File: config.mk
export PLATFORM = sky130hd
export DESIGN_NAME = riscv_dp_regfile_wr_arb
export DESIGN_NICKNAME = d
export VERILOG_FILES = /design/src/rtl/riscv_dp_pkg.sv /design/src/rtl/riscv_dp_scoreboard.sv /design/src/rtl/riscv_dp_regfile_wr_arb.sv
export SDC_FILE = /design/constraint.sdc
export NUM_CORES = 1
export LEC_CHECK = 0
export ABC_AREA = 1
export BUFFER_PORTS_ARGS = -buffer_cell sky130_fd_sc_hd__buf_2
export CAP_MARGIN = 10
export CORE_UTILIZATION = 43
export DETAILED_ROUTE_END_ITERATION = 6
export PLACE_DENSITY = 0.87
export SYNTH_ARGS = -nofsm -noshare
export SYNTH_HDL_FRONTEND = slang
export SYNTH_HIERARCHICAL = 1
export SYNTH_SLANG_ARGS = --single-unit
File: constraint.sdc
create_clock -name iclk -period 1.9 [get_ports iclk]
set_input_delay 0.38 -clock iclk [delete_from_list [all_inputs] [get_ports iclk]]
set_output_delay 0.38 -clock iclk [all_outputs]
set_load 0.02 [all_outputs]
File: src/rtl/riscv_dp_pkg.sv
`default_nettype none
// ============================================================================
//  Package     : riscv_dp_pkg
//  Description : Shared types and default widths for the datapath blocks
//                around the register file write port.
//                Contents:
//                  arb_state_e   write-port arbiter state {ARB, STALL}
//                  C_DATA_WIDTH  default write data width
//                  C_ADDR_WIDTH  default register address width
//                  C_STARVE_MAX  default starvation limit for requester B
//  Revision    : 1.0 - initial release
// ============================================================================
package riscv_dp_pkg;

    localparam int unsigned C_DATA_WIDTH = 32;
    localparam int unsigned C_ADDR_WIDTH = 5;
    localparam int unsigned C_STARVE_MAX = 4;

    // ARB  : pipeline writeback has priority, B fills idle slots.
    // STALL: pipeline writeback is held off so B can drain.
    typedef enum logic [0:0] {
        ARB   = 1'b0,
        STALL = 1'b1
    } arb_state_e;

endpackage : riscv_dp_pkg
`default_nettype wire

File: src/rtl/riscv_dp_scoreboard.sv
`default_nettype none
// ============================================================================
//  Module      : riscv_dp_scoreboard
//  Description : Pending-write scoreboard, one bit per architectural register.
//                A set marks a register as waiting on a long-latency result,
//                a clear retires it. Set wins over clear on the same register
//                in the same cycle. Register 0 can never be marked busy.
//                Both lookups read the current state (before this cycle's
//                set/clear take effect).
//  Ports       :
//    clk_i         clock
//    rst_i         asynchronous active-high reset, clears every bit
//    set_en_i      mark set_addr_i busy
//    set_addr_i    register to mark
//    clr_en_i      retire clr_addr_i
//    clr_addr_i    register to retire
//    chk_addr1_i   lookup address 1
//    chk_addr2_i   lookup address 2
//    busy1_o       chk_addr1_i currently pending
//    busy2_o       chk_addr2_i currently pending
//  Revision    : 1.0 - initial release
// ============================================================================
module riscv_dp_scoreboard
    import riscv_dp_pkg::*;
#(
    parameter int unsigned MP_ADDR_WIDTH = C_ADDR_WIDTH
) (
    input  logic                     clk_i,
    input  logic                     rst_i,
    input  logic                     set_en_i,
    input  logic [MP_ADDR_WIDTH-1:0] set_addr_i,
    input  logic                     clr_en_i,
    input  logic [MP_ADDR_WIDTH-1:0] clr_addr_i,
    input  logic [MP_ADDR_WIDTH-1:0] chk_addr1_i,
    input  logic [MP_ADDR_WIDTH-1:0] chk_addr2_i,
    output logic                     busy1_o,
    output logic                     busy2_o
);

    localparam int unsigned LP_REG_NUM = 2 ** MP_ADDR_WIDTH;

    logic [LP_REG_NUM-1:0] busy_q;
    logic [LP_REG_NUM-1:0] busy_d;

    // Clear is applied first so a same-cycle set on the same register wins.
    always_comb begin
        busy_d = busy_q;
        if (clr_en_i) begin
            busy_d[clr_addr_i] = 1'b0;
        end
        if (set_en_i && (set_addr_i != '0)) begin
            busy_d[set_addr_i] = 1'b1;
        end
        busy_d[0] = 1'b0;
    end

    always_ff @(posedge clk_i or posedge rst_i) begin
        if (rst_i) begin
            busy_q <= '0;
        end else begin
            busy_q <= busy_d;
        end
    end

    assign busy1_o = busy_q[chk_addr1_i];
    assign busy2_o = busy_q[chk_addr2_i];

endmodule : riscv_dp_scoreboard
`default_nettype wire

File: src/rtl/riscv_dp_regfile_wr_arb.sv
`default_nettype none
// ============================================================================
//  Module      : riscv_dp_regfile_wr_arb
//  Description : Arbitrates the register file's single write port between
//                the pipeline writeback (A, cannot stall on its own) and a
//                long-latency unit (B, valid/ready). A always wins the port;
//                if B loses for too long the arbiter asserts ostall_a so the
//                pipeline holds writeback and B can drain. A pending-write
//                scoreboard tracks which registers still wait on B.
//  Ports       :
//    iclk, irst               clock, asynchronous active-high reset
//    ia_valid/ia_addr/ia_data writeback request (A)
//    ib_valid/ib_addr/ib_data long-latency request (B), ob_ready = accept
//    ialloc_valid/ialloc_addr mark a register pending on B
//    ichk_addr1/2, ochk_busy1/2 hazard lookups into the scoreboard
//    ostall_a                 registered hold request to the pipeline
//    oproto_err               1-cycle pulse: A wrote while ostall_a was high
//    owr_en3/owr_addr3/owr_data3 regfile write port 3
//  Configuration:
//    RISCV_REGFILE_WR_FWD_EN  adds ofwd_hit1/2 and ofwd_data1/2, a same-cycle
//                             bypass of the write being committed; a B write
//                             that hits a lookup also masks its busy flag.
//  Revision    : 1.0 - initial release
// ============================================================================
module riscv_dp_regfile_wr_arb
    import riscv_dp_pkg::*;
#(
    parameter int unsigned MP_DATA_WIDTH = C_DATA_WIDTH,
    parameter int unsigned MP_ADDR_WIDTH = C_ADDR_WIDTH,
    // Must be >= 2.
    parameter int unsigned MP_STARVE_MAX = C_STARVE_MAX
) (
    input  logic                     iclk,
    input  logic                     irst,
    input  logic                     ia_valid,
    input  logic [MP_ADDR_WIDTH-1:0] ia_addr,
    input  logic [MP_DATA_WIDTH-1:0] ia_data,
    input  logic                     ib_valid,
    output logic                     ob_ready,
    input  logic [MP_ADDR_WIDTH-1:0] ib_addr,
    input  logic [MP_DATA_WIDTH-1:0] ib_data,
    input  logic                     ialloc_valid,
    input  logic [MP_ADDR_WIDTH-1:0] ialloc_addr,
    input  logic [MP_ADDR_WIDTH-1:0] ichk_addr1,
    output logic                     ochk_busy1,
    input  logic [MP_ADDR_WIDTH-1:0] ichk_addr2,
    output logic                     ochk_busy2,
    output logic                     ostall_a,
    output logic                     oproto_err,
    output logic                     owr_en3,
    output logic [MP_ADDR_WIDTH-1:0] owr_addr3,
    output logic [MP_DATA_WIDTH-1:0] owr_data3
`ifdef RISCV_REGFILE_WR_FWD_EN
    ,
    output logic                     ofwd_hit1,
    output logic [MP_DATA_WIDTH-1:0] ofwd_data1,
    output logic                     ofwd_hit2,
    output logic [MP_DATA_WIDTH-1:0] ofwd_data2
`endif
);

    // The counter saturates at the threshold, so it never needs more range.
    localparam int unsigned         LP_CNT_W      = $clog2(MP_STARVE_MAX) + 1;
    localparam logic [LP_CNT_W-1:0] LP_CNT_THRESH = LP_CNT_W'(MP_STARVE_MAX - 1);

    arb_state_e          state_q;
    arb_state_e          state_d;
    logic [LP_CNT_W-1:0] cnt_q;
    logic [LP_CNT_W-1:0] cnt_d;
    logic [LP_CNT_W-1:0] w_cnt_inc;
    logic                ostall_q;
    logic                proto_q;

    logic                w_b_ready;
    logic                w_b_fire;
    logic                w_b_lose;
    logic                w_wr_req;
    logic                w_sb_busy1;
    logic                w_sb_busy2;
    logic                w_busy_mask1;
    logic                w_busy_mask2;

    // ------------------------------------------------------------------
    // Write port mux. A wins in both states: in STALL an A request is a
    // protocol violation, but pipeline data must never be dropped.
    // ------------------------------------------------------------------
    assign w_b_ready = ~irst & ~ia_valid;
    assign w_b_fire  = ib_valid & w_b_ready;
    assign w_b_lose  = ib_valid & ~w_b_ready;
    assign ob_ready  = w_b_ready;

    assign owr_addr3 = ia_valid ? ia_addr : ib_addr;
    assign owr_data3 = ia_valid ? ia_data : ib_data;
    assign w_wr_req  = ia_valid | w_b_fire;
    // x0 writes still complete their handshake but never reach the regfile.
    assign owr_en3   = ~irst & w_wr_req & (owr_addr3 != '0);

    // ------------------------------------------------------------------
    // Starvation counter and arbiter FSM
    // ------------------------------------------------------------------
    assign w_cnt_inc = cnt_q + 1'b1;

    always_comb begin
        cnt_d   = cnt_q;
        state_d = state_q;

        if (w_b_fire) begin
            cnt_d = '0;
        end else if (w_b_lose && (cnt_q != LP_CNT_THRESH)) begin
            cnt_d = w_cnt_inc;
        end

        case (state_q)
            ARB: begin
                // Switch on the edge where the counter reaches the threshold.
                if (w_b_lose && (w_cnt_inc >= LP_CNT_THRESH)) begin
                    state_d = STALL;
                end
            end
            STALL: begin
                if (w_b_fire) begin
                    state_d = ARB;
                end
            end
            default: begin
                state_d = ARB;
            end
        endcase
    end

    always_ff @(posedge iclk or posedge irst) begin
        if (irst) begin
            state_q  <= ARB;
            cnt_q    <= '0;
            ostall_q <= 1'b0;
            proto_q  <= 1'b0;
        end else begin
            state_q  <= state_d;
            cnt_q    <= cnt_d;
            // Tracks the next state so ostall_a is a clean flop output.
            ostall_q <= (state_d == STALL);
            proto_q  <= ostall_q & ia_valid;
        end
    end

    assign ostall_a   = ostall_q;
    assign oproto_err = proto_q;

    // ------------------------------------------------------------------
    // Pending-write scoreboard. Only B retires entries; A writes target
    // registers that were never allocated to B.
    // ------------------------------------------------------------------
    riscv_dp_scoreboard #(
        .MP_ADDR_WIDTH (MP_ADDR_WIDTH)
    ) u_scoreboard (
        .clk_i       (iclk),
        .rst_i       (irst),
        .set_en_i    (ialloc_valid),
        .set_addr_i  (ialloc_addr),
        .clr_en_i    (w_b_fire),
        .clr_addr_i  (ib_addr),
        .chk_addr1_i (ichk_addr1),
        .chk_addr2_i (ichk_addr2),
        .busy1_o     (w_sb_busy1),
        .busy2_o     (w_sb_busy2)
    );

`ifdef RISCV_REGFILE_WR_FWD_EN
    assign ofwd_hit1    = owr_en3 & (owr_addr3 == ichk_addr1) & (ichk_addr1 != '0);
    assign ofwd_hit2    = owr_en3 & (owr_addr3 == ichk_addr2) & (ichk_addr2 != '0);
    assign ofwd_data1   = owr_data3;
    assign ofwd_data2   = owr_data3;
    // The value is forwarded this cycle, so the hazard is already resolved.
    assign w_busy_mask1 = ofwd_hit1 & w_b_fire;
    assign w_busy_mask2 = ofwd_hit2 & w_b_fire;
`else
    assign w_busy_mask1 = 1'b0;
    assign w_busy_mask2 = 1'b0;
`endif

    assign ochk_busy1 = ~irst & w_sb_busy1 & ~w_busy_mask1;
    assign ochk_busy2 = ~irst & w_sb_busy2 & ~w_busy_mask2;

endmodule : riscv_dp_regfile_wr_arb
`default_nettype wire

## Word-level counts from Yosys, hierarchy flattened

Cells that the tools add are included.

| operators by class | value |
|---|---|
| add/subtract/negate cells | 1 |
| $lt $le $gt $ge | 7 |
| equality and inequality tests | 1 |
| muxes and demuxes | 17 |
| bitwise logic cells | 16 |
| reductions and logical operators | 8 |

Operators by type and width:

| kind | number |
|---|---|
| 2-to-1 mux 32 bit | 3 |
| bitwise AND 32 bit | 1 |
| NOT 32 bit | 1 |
| bitwise OR 32 bit | 1 |
| less-than comparator 5 x 6 -> 1 bit (second input constant) | 4 |
| binary-select mux 1 bit (select 5 bit) | 2 |
| demux 1 bit (select 5 bit) | 2 |
| >= comparator 5 x 1 -> 1 bit (second input constant) | 2 |
| nonzero test 5 bit | 2 |
| bitwise AND 1 bit | 8 |
| 2-to-1 mux 1 bit | 6 |
| 2-to-1 mux 3 bit | 2 |
| logical AND 1 bit | 5 |
| 2-to-1 mux 5 bit | 1 |
| NOT 1 bit | 4 |
| adder 3 x 1 -> 3 bit (second input constant) | 1 |
| >= comparator 3 x 2 -> 1 bit (second input constant) | 1 |
| != test 3 x 2 -> 1 bit (second input constant) | 1 |
| one-hot mux 1 bit (2 select lines) | 1 |
| nonzero test 2 bit | 1 |
| bitwise OR 1 bit | 1 |

| storage, ports and cells | value |
|---|---|
| register bits | 36 |
| output and inout bits | 43 |

## Logic depth before layout (Yosys ltp)

Gate-level depths: netlist (run 1).

| depth | value |
|---|---|
| depth after elaboration | 9 |
| depth in mapped cells | 13 |
| depth with buffers taken out | 11 |

## Cells and area by module

The synthesis (run 1) kept the hierarchy.

By module, submodules not included:

| module | times used | cells each | area an instance (um^2) | seq. area each (um^2) |
|---|---|---|---|---|
| riscv_dp_scoreboard | 1 | 284 | 1955.6 | 775.7 |
| riscv_dp_regfile_wr_arb | 1 | 172 | 854.6 | 125.1 |

## Worst setup path before layout (run 1)

No wires, ideal clock.

| timing | value |
|---|---|
| path type | input to output |
| start | input ichk_addr2[0] |
| end | output ochk_busy2 |
| data arrival time | 1370 ps |
| path slack | 150 ps |
| stages | 13 |
| path through | buf_6 > inv_6 > buf_6 > nand2_1 > nand3_1 > nand3_1 > nand2_1 > nand2_1 > nand2_1 > nand2_1 > nand2_1 > inv_1 > nor2_1 |

| on the way | value |
|---|---|
| cells in the longest elaborated chain, start to end | 3 |

RTL lines:

| item | line | text |
|---|---|---|
| start, declared | riscv_dp_regfile_wr_arb.sv:46 | `input logic [MP_ADDR_WIDTH-1:0] ichk_addr2,` |
| binary-select mux 1 bit (select 5 bit) | riscv_dp_scoreboard.sv:66 | `assign busy2_o = busy_q[chk_addr2_i];` |
| 2-to-1 mux 1 bit (not written as such) | riscv_dp_scoreboard.sv:66 |  |
| named net w_sb_busy2 | riscv_dp_regfile_wr_arb.sv:79 | `logic w_sb_busy2;` |
| bitwise AND 1 bit | riscv_dp_regfile_wr_arb.sv:182 | `assign ochk_busy2 = ~irst & w_sb_busy2 & ~w_busy_mask2;` |
| end, declared | riscv_dp_regfile_wr_arb.sv:47 | `output logic ochk_busy2,` |

The timed path passes the listed nets, and every way through them passes these cells. The select of a mux whose other input is x is not followed.

## Worst setup path after layout (run 1)

| timing | value |
|---|---|
| start | register u_scoreboard.busy_q[7] |
| end | output ochk_busy2 |

| on the way | value |
|---|---|
| cells in the longest elaborated chain, start to end | 3 |

RTL lines:

| item | line | text |
|---|---|---|
| start, declared | riscv_dp_scoreboard.sv:42 | `logic [LP_REG_NUM-1:0] busy_q;` |
| start signal, assigned | riscv_dp_scoreboard.sv:61 | `busy_q <= busy_d;` |
| binary-select mux 1 bit (select 5 bit) | riscv_dp_scoreboard.sv:66 |  |
| 2-to-1 mux 1 bit (not written as such) | riscv_dp_scoreboard.sv:66 |  |
| named net w_sb_busy2 | riscv_dp_regfile_wr_arb.sv:79 |  |
| bitwise AND 1 bit | riscv_dp_regfile_wr_arb.sv:182 |  |

The timed path passes the listed nets, and every way through them passes these cells. The select of a mux whose other input is x is not followed.

==> results.cfg, run 1 <==
[synthesis]
synthFlopType = dfrtp_1
synth-edff-count = 0
ys_warn_count = 6
synth_top_area_share_pct = 32.1
synth.cell_area_um2 = 2810
async_flop_share_pct = 100
synth_fp_nets = 553
synth_cell_types = 19
ys_seq_elements = 36
avgSynthCellArea_um2 = 6.16
yosysTopAreaCell = dfrtp_1
yosysSeqAreaShare_pct = 32.1
synth_cells = 456
synth_area_leaders = dfrtp_1 32%, nand2_1 25%, nand3_1 14%, o21ai_0 12%, inv_1 6.3%

[route]
ant_nets = 0
avgViaCountPerCell = 5.25
first_pass_iters = 5
drt_iter0_drc = 217
drc = 0
via_count = 3510
wl_mm = 9.18
wire_per_inst_um = 13.7

[global_routing]
grt_usage_pct = 27.2
grt_pass1_wl_mm = 15.1
antenna_found_initial = 0
grt_overflow = 0
grt_start_max_net_pins = 33
grt_pass1_vias = 3276

[clocking]
cts_num_sinks = 36
root_buffer = clkbuf_8
post-cts-setup-buffer-count = 0
clk_pin_slew_worst_paths_ns = 0.07
h-tree-depth = 2
cts_tree = built
cts-buffers-inserted = 5
cts_buffer_depth = 2
clk-insertion-delay-late_ns = 0.28

[place]
io_buffers = 136
place_ws_ns = 0.0131
place_congestion = 1.00
place_hpwl_mm = 7.33
place_inst = 663

[sta]
rsz0062_at_grt = true
finalClockSkew_ns = 0.000257
setup_tns_ns = 0
setup_viol = 0
max_freq_mhz = 535
slew_viol_final = 0
worstMarginPinSlew_ns = 0.370
fin_crit_ns = 1.87
fin_crit_sh_pct = 98.3
slew_headroom_pct = 75.3
fin_ws_ns = 0.0318
hold_violations = 0

[finish]
final_common_cell = nand2_1
area.growth.synth_to_final_pct = 29.0
diodes = 0
nets = 690
final_cells = 668
drive_above_1_share_pct = 27.6
final_cell_mix = 190 x nand2_1, 132 x buf_2, 77 x nand3_1

[setup_path]
crit_path_cell_trace = inv_1, nand2_1, nand3_1, nand3_1, nand3_1, nand2_1, nand2_1, nand2_1, inv_1, nor2_1, buf_4
cp_top_family = simple AND/OR/NAND/NOR gates
crit_buf_inv = 3
crit_fanout = 2
crit_path_end_kind = output pin
crit_top_cell = nand2_1
r2r_setup_slack_ns = 0.57
start_kind = flop
path_class = reg -> out
critPathRequiredTime_ns = 1.52
slowest_delay_ns = 0.37
arrival_ns = 1.49
slowest_stage = dfrtp_1

[power]
comb_power_share_pct = 38.8
p_clk_share_pct = 17.4
swShare_pct = 40.0
total_switching_power_w = 0.00108
p_per_area_nw_per_um2 = 741
vdd_drop_max_mv = 0.351
pwr-share-seq_pct = 43.8
leakagePower_nw = 2.10
intPower_w = 0.00161
p_total_w = 0.00269

[floorplanning]
rows = 29
ios = 137
die_y_um = 82.8
core_um2 = 6310
die_width_um = 82.8
dieArea_um2 = 6860
start_util_pct = 44.5

[hold_path]
min_path_type = in -> async

[flow_run]
max-cap-violations = 0

[status]
outcome = finished, final reports clean
[stage by stage]
stage	cell area (µm²)	hold WS (ns)	utilization [%]
after floorplan	2810	0.164	-
after global placement	3530	0.434	56.0
after detailed placement	3530	0.448	56.0
after CTS	3600	0.143	57.1
after global routing	3620	0.164	57.4
final	3620	0.143	57.4
[Yosys cell counts (3+ instances only)]
| cell | instances |
|---|---|
| buf_4 | 3 |
| buf_6 | 7 |
| nand3_1 | 78 |
| dfrtp_1 | 36 |
| ha_1 | 3 |
| nand2_1 | 190 |
| nor2_1 | 6 |
| buf_2 | 5 |
| inv_1 | 47 |
| nand2_2 | 4 |
| o21ai_0 | 66 |
[final timing paths]
check,cells after the start,to,startpoint
worst min register to register,2,u_scoreboard/busy_q[3]$_DFF_PP0_,u_scoreboard/busy_q[3]$_DFF_PP0_
min in group iclk,3,oproto_err$_DFF_PP0_,ia_valid
worst max-delay path,11,ochk_busy2,u_scoreboard/busy_q[7]$_DFF_PP0_
worst min-delay path,3,ostall_a$_DFF_PP0_,irst
max in group asynchronous,3,u_scoreboard/busy_q[6]$_DFF_PP0_,irst
worst max register to register,6,cnt_q[1]$_DFFE_PP0P_,cnt_q[0]$_DFFE_PP0P_
[layer usage]
metal	track usage, %	wire [µm]	vias up	share of wire (%)
li1	-	-	1740	-
met1	34.8	4110	1604	45
met2	44.2	4360	150	47
met3	5.27	513	16	5.6
met4	13.3	204	0	2.2
met5	0	0	-	0
[sequential cells by signal, indices dropped and copies added, names as in the netlist]
signal               cells
cnt_q                    3
ostall_a                 1
oproto_err               1
u_scoreboard/busy_q     31
[area by class of cell]
type | instances | area [µm²]
repair buffers | 146 | 778
flip-flops and latches | 36 | 901
multi-input cells | 353 | 1570
fillers | 627 | 2690
clock buffers | 5 | 68.8
well taps | 77 | 96.3
inverters | 51 | 209
[power groups by stage]
stage / combinational [W] / clock (W) / sequential (W)
6_report: 0.00104 / 0.000468 / 0.00118
3_5_place_dp: 0.00102 / 0 / 0.00118
2_1_floorplan: 0.000676 / 0 / 0.00111
3_3_place_gp: 0.000990 / 0 / 0.00118
5_1_grt: 0.00117 / 0.000511 / 0.00120
4_1_cts: 0.00102 / 0.000483 / 0.00117
[tightest hold or removal path: stages]
cell and delay, ns:
buf_2 0.16, inv_1 0.08, buf_4 0.14
[cell families after synthesis]
| family | share of synthesized area [%] |
|---|---|
| DFF | 32.1 |
| AOI/OAI and AO/OA | 13.0 |
| buffers and inverters | 12.2 |
| adders and majority gates | 1.34 |
| and+or+nand+nor | 41.4 |
[what timing repair did]
action,CTS,global route
resized for setup,0,9
hold endpoints to repair,0,0
hold buffers,0,0
endpoints found under the setup margin,0,3
No activity file was read; power rests on OpenSTA's default activity.
==> inputs of run 2 (changes only) <==
Settings changed: CORE_UTILIZATION 43 to 35, PLACE_DENSITY 0.87 to 0.76.
==> run 2 against run 1 <==
  * Die area up 22%
  * Combinational power about the same
  * Critical path depth unchanged
  * Register-to-register slack about the same
  * Utilization down 8.9 points
  * Clock power up 7.5%
  * Largest cell class unchanged
==> results.cfg, run 2 (synthesis gave the netlist of run 1 again) <==
[setup_path]
cp_top_family = simple AND/OR/NAND/NOR gates
r2r_end = cnt_q[1]$_DFFE_PP0P_
crit_start = u_scoreboard/busy_q[25]$_DFF_PP0_
r2r_cells = 6
r2r_setup_slack_ns = 0.56
critPathRequiredTime_ns = 1.52
r2r-start = cnt_q[1]$_DFFE_PP0P_
crit_top_cell = nand2_1
slowest_stage = dfrtp_1
start_kind = flop
arrival_ns = 1.50
crit_buf_inv = 2
cp_num_cells = 11
crit_fanout = 3
endpoint = ochk_busy2
crit_path_cell_trace = nand2_1, nand3_1, nand3_1, nand2_1, nand2_1, nand2_1, nand2_1, nand2_1, inv_1, nor2_1, buf_4
path_class = reg -> out
crit_path_end_kind = output pin
slowest_delay_ns = 0.41

[finish]
nets = 691
diodes = 0
largest_register_ffs = 31
final_common_cell = nand2_1
top_register = u_scoreboard/busy_q
final_cell_mix = 189 x nand2_1, 132 x buf_2, 72 x nand3_1
drive_above_1_share_pct = 29.0
area.growth.synth_to_final_pct = 33.5
reg.largest.list = u_scoreboard/busy_q (31), cnt_q (3)

[global_routing]
grt_overflow = 0
grt_start_max_net_pins = 33
antenna_found_initial = 0
met1_usage_pct = 27.5
globalRoute.busiestLayer = met2
met2_usage_pct = 37.6
grt_pass1_wl_mm = 15.0
grt_pass1_vias = 3224
met3_usage_pct = 4.86
grt_usage_pct = 22.6

[route]
first_pass_iters = 5
wire_per_inst_um = 13.6
drt_iter0_drc = 254
ant_nets = 0
via_count = 3535
wl_mm = 9.46
drc = 0
avgViaCountPerCell = 5.08

[sta]
max_freq_mhz = 532
setup_tns_ns = 0
finalClockSkew_ns = 0.000365
fin_crit_sh_pct = 99.0
rsz0062_at_grt = true
hold_violations = 0
worstMarginPinSlew_ns = 0.393
setup_viol = 0
slew_headroom_pct = 73.8
slew_viol_final = 0
fin_crit_ns = 1.88

[floorplanning]
rows = 32
start_util_pct = 36.4
die_y_um = 91.6
core_um2 = 7730
ios = 137
die_width_um = 91.6
dieArea_um2 = 8390

[power]
vdd_drop_max_mv = 0.256
leakagePower_nw = 2.14
p_total_w = 0.00275
p_per_area_nw_per_um2 = 732

[clocking]
cts-buffers-inserted = 5
h-tree-depth = 2
cts_num_sinks = 36
cts_buffer_depth = 2
hold_buffers = 0
clk_pin_slew_worst_paths_ns = 0.07
root_buffer = clkbuf_8
cts_tree = built
clk-insertion-delay-late_ns = 0.29

[place]
place_hpwl_mm = 7.42
place_congestion = 0.923
io_buffers = 136

[status]
outcome = finished, final reports clean

[flow_run]
max-cap-violations = 0

[hold_path]
min_path_type = in -> async
[run 2: changes by cell type in the layout (fill, tap and decap cells not counted), sizes merged]
cell | previous run | this run
clkinv | 0 | 3
clkbuf | 7 | 8
inv | 51 | 50
[run 2: repair_timing]
action,in CTS,in global routing
buffers inserted,0,1
setup endpoints to repair,0,3
gates resized for setup,0,18
[run 2: worst min path at each step]
stage	from	depth (start not counted)	slack [ns]	endpoint
finish	irst	3	0.13	cnt_q[0]$_DFFE_PP0P_
global route	irst	3	0.14	oproto_err$_DFF_PP0_
CTS	irst	3	0.14	oproto_err$_DFF_PP0_
detailed placement	irst	3	0.45	oproto_err$_DFF_PP0_
global placement	irst	3	0.45	oproto_err$_DFF_PP0_
floorplan	irst	1	0.16	cnt_q[0]$_DFFE_PP0P_
[run 2: report_power, final]
| group | leakage, nW | switching (W) | total [W] | internal [W] |
|---|---|---|---|---|
| sequential | 0.424 | 0.000198 | 0.00117 | 0.000973 |
| clock | 0.0410 | 0.000254 | 0.000503 | 0.000249 |
| combinational | 1.68 | 0.000650 | 0.00107 | 0.000422 |
| total | 2.14 | 0.00110 | 0.00275 | 0.00164 |
[run 2: final cells by class]
type                            instances  area (µm²)
Clock inverter                          1        5.00
Sequential cell                        36         901
Inverter                               51         209
Clock buffer                            6        72.6
Fill cell                             781        3980
Tap cell                              102         128
Multi-Input combinational cell        353        1600
Timing Repair Buffer                  146         830
Timing Repair inverter                  1        8.76
[run 2: metrics by stage]
stage | instances | hold slack (ns) | area (µm²) | worst slack [ns] | util (%)
after floorplan | 456 | 0.164 | 2810 | 0.150 | -
after global placement | 685 | 0.446 | 3550 | 0.0394 | 46.0
after detailed placement | 685 | 0.447 | 3550 | 0.0161 | 46.0
after CTS | 692 | 0.138 | 3630 | 0.0163 | 47.0
after global routing | 696 | 0.144 | 3750 | -0.0936 | 48.6
final | 696 | 0.135 | 3750 | 0.0189 | 48.6
[run 2: routing by layer]
metal  vias up  share of wire, %
met5         -                 0
met4         0               2.9
met3        25               8.0
met2       169                50
met1      1603                40
li1       1738                 -
[run 2: worst register-to-register path, stage by stage, from the launching register on]
cell and delay (ns):
dfrtp_1 0.42, ha_1 0.20, ha_1 0.19, nor2_1 0.17, o21ai_2 0.09, nand3_1 0.08, o21ai_0 0.08
